$ cat config.mk
export PLATFORM = sky130hd
export DESIGN_NAME = loba_acc
export DESIGN_NICKNAME = d
export VERILOG_FILES = /design/src/rtl/loba_pkg.sv /design/src/rtl/loba_sat_add.sv /design/src/rtl/loba_acc.sv
export SDC_FILE = /design/constraint.sdc
export NUM_CORES = 1
export LEC_CHECK = 0
export CAP_MARGIN = 10
export CORE_MARGIN = 4
export CORE_UTILIZATION = 45
export DETAILED_ROUTE_END_ITERATION = 16
export PLACE_DENSITY = 0.74
export SYNTH_ARGS = -nofsm -noshare
export SYNTH_HDL_FRONTEND = slang
export SYNTH_SLANG_ARGS = --single-unit
$ cat constraint.sdc
create_clock -name clk -period 3.2 [get_ports clk]
set_clock_uncertainty 0.05 [all_clocks]
set_input_delay 0.64 -clock clk [delete_from_list [all_inputs] [get_ports clk]]
set_output_delay 0.64 -clock clk [all_outputs]
set_load 0.1 [all_outputs]
$ cat src/rtl/loba_pkg.sv
`default_nettype none
// ============================================================================
// Module      : loba_pkg
// Description : Shared types and default constants for the LOBA accumulator.
// Revision    : 1.0 - initial release
// ============================================================================
package loba_pkg;

  localparam int c_N         = 16;
  localparam int c_ACC_W     = 40;
  localparam int c_CNT_W     = 8;
  localparam int c_FRAME_MAX = 255;

  // ACC gathers products; HOLD presents a finished frame until it is taken.
  typedef enum logic [0:0] {
    ACC  = 1'b0,
    HOLD = 1'b1
  } loba_acc_state_t;

endpackage
`default_nettype wire

$ cat src/rtl/loba_sat_add.sv
`default_nettype none
// ============================================================================
// Module      : loba_sat_add
// Description : Unsigned saturating add of an accumulator and a zero-extended
//               product. Flags when the true sum does not fit.
// Revision    : 1.0 - initial release
// ============================================================================
module loba_sat_add #(
  parameter int ACC_W = 40,
  parameter int P_W   = 32
) (
  input  logic [ACC_W-1:0] acc,
  input  logic [P_W-1:0]   p,
  output logic [ACC_W-1:0] sum,
  output logic             sat
);

  // One extra bit catches the carry out of the accumulator width.
  logic [ACC_W:0] w_full;

  assign w_full = {1'b0, acc} + (ACC_W+1)'(p);
  assign sat    = w_full[ACC_W];
  assign sum    = w_full[ACC_W] ? {ACC_W{1'b1}} : w_full[ACC_W-1:0];

endmodule
`default_nettype wire

$ cat src/rtl/loba_acc.sv
`default_nettype none
// ============================================================================
// Module      : loba_acc
// Description : Streaming saturating accumulator for LOBA multiplier products.
//               Closes a frame on in_last or after FRAME_MAX products and
//               holds the frame result on a valid/ready output.
// Revision    : 1.0 - initial release
// ============================================================================
module loba_acc
  import loba_pkg::*;
#(
  parameter int N         = c_N,
  parameter int ACC_W     = c_ACC_W,
  parameter int CNT_W     = c_CNT_W,
  parameter int FRAME_MAX = c_FRAME_MAX
) (
  input  logic             clk,
  input  logic             rst_n,
  input  logic             clr,
  input  logic             in_valid,
  output logic             in_ready,
  input  logic [2*N-1:0]   in_p,
  input  logic             in_last,
  output logic             out_valid,
  input  logic             out_ready,
  output logic [ACC_W-1:0] out_sum,
  output logic [CNT_W-1:0] out_cnt,
  output logic             out_ovf
);

  localparam logic [CNT_W-1:0] c_frame_max = CNT_W'(FRAME_MAX);

  loba_acc_state_t r_state, w_state_nxt;

  logic [ACC_W-1:0] r_acc, w_acc_nxt, w_sum;
  logic [CNT_W-1:0] r_cnt, w_cnt_nxt, w_cnt_inc;
  logic             r_ovf, w_ovf_nxt, w_sat;
  logic             w_close;

  loba_sat_add #(
    .ACC_W (ACC_W),
    .P_W   (2*N)
  ) u_sat_add (
    .acc (r_acc),
    .p   (in_p),
    .sum (w_sum),
    .sat (w_sat)
  );

  assign w_cnt_inc = r_cnt + CNT_W'(1);

  // Handshake outputs come straight from the state register.
  assign in_ready  = (r_state == ACC);
  assign out_valid = (r_state == HOLD);

  // Next state and next accumulator contents; clr overrides everything.
  always_comb begin
    w_state_nxt = r_state;
    w_acc_nxt   = r_acc;
    w_cnt_nxt   = r_cnt;
    w_ovf_nxt   = r_ovf;
    w_close     = 1'b0;
    if (clr) begin
      w_state_nxt = ACC;
      w_acc_nxt   = '0;
      w_cnt_nxt   = '0;
      w_ovf_nxt   = 1'b0;
    end else begin
      case (r_state)
        ACC: begin
          if (in_valid) begin
            w_acc_nxt = w_sum;
            w_cnt_nxt = w_cnt_inc;
            w_ovf_nxt = r_ovf | w_sat;
            // in_last and the count limit may coincide; either closes once.
            if (in_last || (w_cnt_inc == c_frame_max)) begin
              w_close     = 1'b1;
              w_state_nxt = HOLD;
            end
          end
        end
        HOLD: begin
          if (out_ready) begin
            w_state_nxt = ACC;
            w_acc_nxt   = '0;
            w_cnt_nxt   = '0;
            w_ovf_nxt   = 1'b0;
          end
        end
        default: w_state_nxt = ACC;
      endcase
    end
  end

  // State register.
  always_ff @(posedge clk or negedge rst_n) begin
    if (!rst_n) r_state <= ACC;
    else        r_state <= w_state_nxt;
  end

  // Running frame accumulator, product count and sticky overflow.
  always_ff @(posedge clk or negedge rst_n) begin
    if (!rst_n) begin
      r_acc <= '0;
      r_cnt <= '0;
      r_ovf <= 1'b0;
    end else begin
      r_acc <= w_acc_nxt;
      r_cnt <= w_cnt_nxt;
      r_ovf <= w_ovf_nxt;
    end
  end

  // Result registers capture the post-add frame totals when a frame closes.
  always_ff @(posedge clk or negedge rst_n) begin
    if (!rst_n) begin
      out_sum <= '0;
      out_cnt <= '0;
      out_ovf <= 1'b0;
    end else if (w_close) begin
      out_sum <= w_acc_nxt;
      out_cnt <= w_cnt_nxt;
      out_ovf <= w_ovf_nxt;
    end
  end

endmodule
`default_nettype wire

==> results.toml <==
[sta]
setup_viol = 0
hold_viol = 0
timing.fmax_ghz = 0.319
tightest_slew_ps = 618
fin_ws_ps = 65.0
relSlewSlack_pct = 58.8
drv_slew = 0
period_share_pct = 98.0
timing.hold.ws_ps = 240
min_period_ps = 3140

[drt]
routed-via-count = 5435
dr.first_iter.drc_count = 453
via_per_inst = 5.69
wl_per_cell_um = 17.3
totalWireLength_um = 16500
drc_errors = 0
ant_nets = 0
dr.pass1.iters = 5

[critical_path]
crit_family = "compound AO/OA/AOI/OAI gates"
crit_chain = "clkdlybuf4s50_1 > ha_1 > buf_4 > a21oi_1 > o21a_1 > o211ai_1 > a21o_1 > a21bo_2 > nand3_4 > clkbuf_16 > a31oi_1 > mux2_2"
path_max_fanout = 7
crit_buf_inv = 3
slowest_delay_ps = 420
slowest_stage = "clkdlybuf4s50_1"
end_kind = "flop"
worstPathRequired_ps = 3390
startpoint_type = "input port"
crit_type = "in -> reg"
arrival_ps = 3320

[cells_and_area]
nFillCells = 1021
antenna_cells = 0
fin_cells = 956
drive_gt1_share_pct = 31.1
final_cell_mix = "buf_4 (147), dfrtp_1 (98), nand2_1 (56)"
area_delta_synth_final_pct = 37.4
fin_nets = 852
final_common_cell = "buf_4"
utilization_pct = 63.3
stdcell_area_sq_mm = 0.00799

[grt]
grt_pass1_vias = 5360
antenna_found_initial = 0
globalRouteOverflowTotal = 0
grt_max_degree = 48
grt_pass1_wl_um = 26300
grt_usage_pct = 22.2

[status]
status = "finished, final reports clean"

[floorplanning]
die_height_um = 122
pin_count = 89
chipWidth_um = 122
die_area_sq_mm = 0.0148
rows = 41
core_sq_mm = 0.0126
start_util_pct = 46.1

[cts]
cts-root-buf = "clkbuf_16"
ctsHtreeMaxLevel = 3
cts_tree = "done"
clkTransAtPathRegs_ps = 70
cts_max_path_buffers = 2
clk_latency_ps = 360
cts_buffers = 9
clkSinkCount = 99

[synthesis]
ys_types = 57
async_reset_ff_share_pct = 100
synth_edf_count = 0
yosysWarnings = 0
syn_nets = 689
postSynthAreaPerCell_sq_um = 9.44
ys_seq_elements = 99
syn_area_sq_mm = 0.00582
synth_flop_cell = "dfrtp_1"
synth_cells = 616
seq_area_frac_synth_pct = 42.6

[run]
maxCapViolCount = 0

[pwr]
p_leak_nw = 3.77
powerDensity_mw_per_mm2 = 605
irDropWorstVdd_uv = 464

[worst_hold_path]
hold_path.class = "in -> async"

[placed_design]
place_inst = 937
portBuffers = 88
dp_slack_ps = -494
place_area_sq_mm = 0.00739
hpwl_um = 11700
gp_congestion = 0.943
[synthesized netlist by cell type, drive strengths merged (3+ instances only)]
library cell	count	area share (%)
nand3	10	1.1
nor2b	3	0.32
a31oi	24	2.6
o31ai	6	0.77
nor3	12	1.1
o21bai	4	0.52
a21oi	48	4.1
a211oi	12	1.5
mux2	25	4.8
o211ai	5	0.65
nand4	12	1.3
a21o	17	2.2
o21ai	61	5.2
clkbuf	23	1.5
o21a	4	0.52
nor2	49	3.2
and2	5	0.54
dfrtp	99	43
inv	10	0.65
nand2	58	3.7
ha	34	7.3
xnor2	24	3.6
buf	14	1.6
o21ba	3	0.52
and3	6	0.73
xor2	15	2.3
o22ai	3	0.32
[registers in the layout, indices dropped and copies added (netlist names)]
name       cells
out_ovf        1
out_sum       40
r_cnt          8
r_ovf          1
out_cnt        8
out_valid      1
r_acc         40
[path summary, 6_finish.rpt]
kind | startpoint | slack (ps) | cells after the start | end
setup reg to reg | r_acc[0]$_DFF_PN0_ | 370 | 11 | out_sum[6]$_DFFE_PN0P_
min in group clk | out_sum[32]$_DFFE_PN0P_ | 430 | 2 | out_sum[32]$_DFFE_PN0P_
max in group asynchronous | rst_n | 2200 | 2 | out_valid$_DFF_PN0_
hold / removal | rst_n | 240 | 1 | out_sum[27]$_DFFE_PN0P_
hold reg to reg | out_sum[32]$_DFFE_PN0P_ | 430 | 2 | out_sum[32]$_DFFE_PN0P_
setup / recovery | in_p[11] | 60 | 12 | out_sum[6]$_DFFE_PN0P_
[metrics by stage]
stage               total power [mW]  TNS, ps
finish                          4.84        0
global route                    5.07     -580
CTS                             4.79        0
detailed placement              3.69   -26570
global placement                3.66   -27370
floorplan                       3.02        0
[what timing repair did]
action	4_1_cts	5_1_grt
pin swaps	0	14
setup buffers	0	2
endpoints found under the setup margin	32	59
gates resized for setup	14	37
hold buffers	0	0
gates cloned	0	2
[per-layer routing]
metal	routed length, um	global-route usage, %	share of wire, %
met1	7410	31.1	45
met2	7880	35.3	48
met3	907	3.76	5.5
met4	291	6.72	1.8
met5	0	0	0
[area by class of cell]
class	instances	area, sq um	area share (%)
Clock inverter	4	31.3	0.391
Inverter	10	41.3	0.517
Sequential cell	99	2480	31.0
Clock buffer	12	256	3.21
Tap cell	172	215	2.69
Multi-Input combinational cell	470	3370	42.2
Timing Repair Buffer	189	1600	20.0
[where the power goes]
part	leakage, nW	internal, mW	switching, mW
registers	1.31	1.41	0.107
clock network	0.144	0.576	0.496
logic	2.31	0.727	1.52
[kinds of logic (layout without fill, tap and decap cells)]
logic type               Yosys count  after routing  synth area share [%]
buffers and inverters             47            215                  3.70
flip-flops                        99             99                  42.6
XOR/XNOR                          39             39                  5.87
AND/OR/NAND/NOR                  163            163                  13.0
multiplexers                      26             26                  5.01
AO/OA/AOI/OAI                    207            207                  22.2
adder cells (fa/ha/maj)           35             35                  7.66
Power figures use the tool's default switching activity.
